File: config.mk
export PLATFORM = sky130hd
export DESIGN_NAME = ras_stack
export DESIGN_NICKNAME = d
export VERILOG_FILES = /design/src/rtl/core_types_pkg.sv /design/src/rtl/ras_stack.sv
export SDC_FILE = /design/constraint.sdc
export NUM_CORES = 1
export LEC_CHECK = 0
export ABC_AREA = 1
export ABC_CLOCK_PERIOD_IN_PS = 8500
export BUFFER_PORTS_ARGS = -buffer_cell sky130_fd_sc_hd__buf_2
export CORE_AREA = 2 2 190 173
export DETAILED_ROUTE_END_ITERATION = 7
export DIE_AREA = 0 0 192 175
export HOLD_SLACK_MARGIN = 0.02
export SLEW_MARGIN = 5
export SYNTH_ARGS = -nofsm -noshare
export SYNTH_HDL_FRONTEND = slang
export SYNTH_SLANG_ARGS = --single-unit
File: constraint.sdc
create_clock -name CLK -period 8.5 [get_ports CLK]
set_input_delay 0.425 -clock CLK [delete_from_list [all_inputs] [get_ports CLK]]
set_output_delay 0.425 -clock CLK [all_outputs]
set_load 0.01 [all_outputs]
File: src/rtl/core_types_pkg.sv
// Shared front-end types and sizing for the return address stack.
package core_types_pkg;

    localparam int unsigned RAS_ENTRIES      = 8;
    localparam int unsigned RAS_INDEX_WIDTH  = $clog2(RAS_ENTRIES);
    localparam int unsigned RAS_TARGET_WIDTH = 31;
    localparam logic [31:0] INIT_PC          = 32'h0;

    typedef logic [RAS_TARGET_WIDTH-1:0] ras_target_t;

    // Entries hold PC[31:1]; bit 0 of a return address is always zero.
    localparam ras_target_t INIT_TARGET = INIT_PC[31:1];

endpackage

File: src/rtl/ras_stack.sv
// Circular return address stack with checkpoint restore of pointer and count.
// Optional build macro: RAS_UNDERFLOW_PROTECT_EN (pop on empty leaves the pointer alone).
module ras_stack
    import core_types_pkg::*;
(
    input  logic                       CLK,
    input  logic                       RST,
    input  logic                       push_valid,
    input  ras_target_t                push_target,
    input  logic                       pop_valid,
    input  logic                       restore_valid,
    input  logic [RAS_INDEX_WIDTH-1:0] restore_index,
    input  logic [RAS_INDEX_WIDTH:0]   restore_count,
    output ras_target_t                ras_ret_target,
    output logic [RAS_INDEX_WIDTH-1:0] ras_index,
    output logic [RAS_INDEX_WIDTH:0]   ras_count,
    output logic                       ras_empty
);

    localparam logic [RAS_INDEX_WIDTH:0]   FULL_COUNT = (RAS_INDEX_WIDTH+1)'(RAS_ENTRIES);
    localparam logic [RAS_INDEX_WIDTH-1:0] PTR_ONE    = RAS_INDEX_WIDTH'(1);
    localparam logic [RAS_INDEX_WIDTH:0]   CNT_ONE    = (RAS_INDEX_WIDTH+1)'(1);

    ras_target_t                mem_q [RAS_ENTRIES];
    logic [RAS_INDEX_WIDTH-1:0] ptr_q, ptr_d;
    logic [RAS_INDEX_WIDTH:0]   count_q, count_d;
    logic                       wr_en;
    logic [RAS_INDEX_WIDTH-1:0] wr_idx;
    logic                       cnt_zero;

    assign cnt_zero = (count_q == '0);

    // Pointer, occupancy and write-port next state; restore overrides push/pop.
    always_comb begin
        ptr_d   = ptr_q;
        count_d = count_q;
        wr_en   = 1'b0;
        wr_idx  = ptr_q;
        if (restore_valid) begin
            ptr_d   = restore_index;
            count_d = restore_count;
        end else if (push_valid && pop_valid) begin
`ifdef RAS_UNDERFLOW_PROTECT_EN
            if (cnt_zero) begin
                ptr_d   = ptr_q + PTR_ONE;
                count_d = CNT_ONE;
                wr_idx  = ptr_q + PTR_ONE;
            end
            wr_en = 1'b1;
`else
            wr_en = 1'b1;
`endif
        end else if (push_valid) begin
            ptr_d   = ptr_q + PTR_ONE;
            wr_en   = 1'b1;
            wr_idx  = ptr_q + PTR_ONE;
            count_d = (count_q == FULL_COUNT) ? count_q : count_q + CNT_ONE;
        end else if (pop_valid) begin
`ifdef RAS_UNDERFLOW_PROTECT_EN
            if (!cnt_zero) begin
                ptr_d   = ptr_q - PTR_ONE;
                count_d = count_q - CNT_ONE;
            end
`else
            ptr_d   = ptr_q - PTR_ONE;
            count_d = cnt_zero ? count_q : count_q - CNT_ONE;
`endif
        end
    end

    always_ff @(posedge CLK or posedge RST) begin
        if (RST) begin
            ptr_q   <= '0;
            count_q <= '0;
        end else begin
            ptr_q   <= ptr_d;
            count_q <= count_d;
        end
    end

    always_ff @(posedge CLK or posedge RST) begin
        if (RST) begin
            for (int i = 0; i < RAS_ENTRIES; i++) begin
                mem_q[i] <= INIT_TARGET;
            end
        end else if (wr_en) begin
            mem_q[wr_idx] <= push_target;
        end
    end

    assign ras_ret_target = mem_q[ptr_q];
    assign ras_index      = ptr_q;
    assign ras_count      = count_q;
    assign ras_empty      = cnt_zero;

endmodule

==> results.md <==
- Status: completed
- Post-route DRC: 0
- Setup Skew: 0.0161 ns
- Wire per inst: 18.4 um
- Mapped Avg Cell Area: 7.56 um^2
- Global route total overflow: 0
- Post-synth top area cell: dfrtp_1
- Fin. Hold Viols: 0
- Synth area leaders: dfrtp_1, nand2_1, o21ai_0, nand3_1, nor2_1
- Row count: 62
- Vias: 11300
- Least-Margin Pin Slew: 1.19 ns
- TritonCTS clock tree: built
- Reg2reg start: ras_index[2]
- Share of layout cells above drive strength 1: 10.3%
- Setup Crit Path Kind: flop to flop
- Clk buf depth: 3
- Final nets: 1682
- HP Class: primary input to async pin
- Vias in the first global route: 11000
- Most numerous cell in the Yosys netlist: nand2_1
- Yosys top cell area share: 50.9%
- Cts hold-fix bufs: 0
- Setup_tns: 0 ns
- DPL Wire Length: 20500 um
- Final min period: 3.92 ns
- Setup slack, reg-to-reg: 4.58 ns
- Avg Vias per Cell: 5.48
- Clock transition at path regs: 0.06 ns
- CTS sink cnt: 255
- Slew Viols, Final: 0
- F_max: 255 MHz
- CTS H-tree depth: 1
- P&R area growth vs syn: 11.1%
- Synth Register Bits: 255
- Async SR Flop Fraction: 100%
- Root Buffer: clkbuf_16
- CP startpoint kind: flop
- Ant. Diodes: 0
- Maxcap violations: 0
- Initial antenna violation count: 0
- Core Area: 31700 um^2
- Post-synthesis sequential area ratio: 50.9%
- Pre-antenna DRT Iters: 7
- Largest net degree at the start of global routing: 131
- Primary FF master, synth: dfrtp_1
- Static leakage: 7.01 nW
- Cts repair resizes: 0
- Post-synthesis cell count: 1658
- Cts bufs inserted: 29
- Commonest cells in the netlist: nand2_1, dfrtp_1, o21ai_0
- Post-synth EDFFs: 0
- Synthesized net count: 1706
- Worst Path Arrival: 4.36 ns
- Critical Path Fanout Max: 64
- Final antenna-violating net count: 0
- Power per cell area: 343 nW/um^2
- Unique cell type count in the Yosys netlist: 30
- Synth warn: 0
- Critical Path RT: 8.94 ns
- DIE AREA: 33600 um^2
- Worst slew margin: 20.5%
- RSZ-0062 raised after global routing: no
- Initial Utilization: 39.6%
- DRT iter0 DRCs: 909
- Power Total: 4.77 mW
- Later-pin clock latency in the skew report: 0.56 ns
- Postcts setup bufs: 0
- Final wirelength: 38200 um
- GRT Util Overall: 23.0%
- Die width: 192 um
- I/O pin total: 82
- Die height: 175 um
- Fin crit share: 46.1%
- Number of buffers added on ports: 81
- CP startpoint: ras_index[2]
- VDD IR-drop max: 230 uV
- # setup viols final: 0
- Global-route wire length before repair: 61800 um
- Synth Cell Area: 12500 um^2
- GPL Wtd Cong: 0.776
- Crit end category: flop
power breakdown:
group / internal, mW / total (mW) / switching, mW / leakage (nW)
clock network: 0.800 / 1.32 / 0.515 / 0.497
logic: 0.485 / 1.37 / 0.880 / 3.30
registers: 1.77 / 2.09 / 0.321 / 3.22
total: 3.06 / 4.77 / 1.72 / 7.01
routing by layer:
layer | global-route usage [%] | up-vias | share of wire [%]
li1 | - | 5341 | -
met1 | 33.8 | 5588 | 46
met2 | 36.3 | 371 | 46
met3 | 3.01 | 45 | 6.2
met4 | 5.38 | 0 | 1.9
met5 | 0 | - | 0
cells in the final DEF, fill, tap and decap left out, types with 2 or more instances in the layout:
cell       count
nand2_1      628
o21ai_0      253
dfrtp_1      252
nor2_1       133
nand3_1      129
buf_2         81
o22ai_1       62
clkbuf_16     29
buf_4         17
nor2_4         7
clkbuf_8       7
clkinv_2       7
inv_2          5
inv_1          4
nand2_2        4
a21oi_1        4
ha_1           4
bufinv_16      4
inv_4          2
o21ai_1        2
dfrtp_2        2
final timing paths:
kind,endpoint,depth (start not counted)
setup / recovery,mem_q[205],11
hold / removal,mem_q[7],2
setup reg to reg,mem_q[205],11
hold reg to reg,mem_q[193],2
max in group asynchronous,mem_q[132],3
min in group CLK,mem_q[6],3
flip-flops by register name, indices dropped and copies added, names as in the netlist:
register / count
mem_q: 248
ras_count: 4
ras_index: 3
worst max-delay path, cell delays in order (launching register included):
cell and delay [ns]:
dfrtp_2 1.00, inv_2 0.60, nand2_1 0.18, nand2_1 0.06, nand2_1 0.06, nand2_1 0.10
nor2_4 0.09, buf_4 0.60, nand2_1 0.51, buf_4 0.40, nand2_1 0.10, nand2_1 0.05
logic make-up (layout without fill, tap and decap cells):
group | count (synthesis) | after routing | share of synthesized area (%)
adders and majority gates | 5 | 5 | 0.559
buffers and inverters | 165 | 160 | 5.96
AOI/OAI and AO/OA | 324 | 324 | 13.6
xor gates and xnor gates | 1 | 1 | 0.0698
muxes | 1 | 1 | 0.0798
and+or+nand+nor | 907 | 907 | 28.9
DFF | 255 | 255 | 50.9
final cells by class:
type                    count  area, um^2
multi-input cells        1238        5440
flip-flops and latches    255        6390
clock inverters            13         171
inverters                  12        57.6
fillers                  3221       17700
repair buffers             98         533
well taps                 416         520
clock buffers              37         826
stage by stage:
| step | instances | worst slack (ns) | util, % | area [um^2] | hold WS, ns |
|---|---|---|---|---|---|
| after global placement | 2019 | 4.75 | 40.9 | 12900 | 0.450 |
| after CTS | 2069 | 4.64 | 44.0 | 13900 | 0.109 |
| after floorplan | 1658 | 1.06 | - | 12500 | 0.437 |
| final | 2069 | 4.58 | 44.0 | 13900 | 0.0674 |
| after detailed placement | 2019 | 4.65 | 40.9 | 12900 | 0.453 |
| after global routing | 2069 | 4.32 | 44.0 | 13900 | 0.151 |
(Power assumes the default switching activity.)
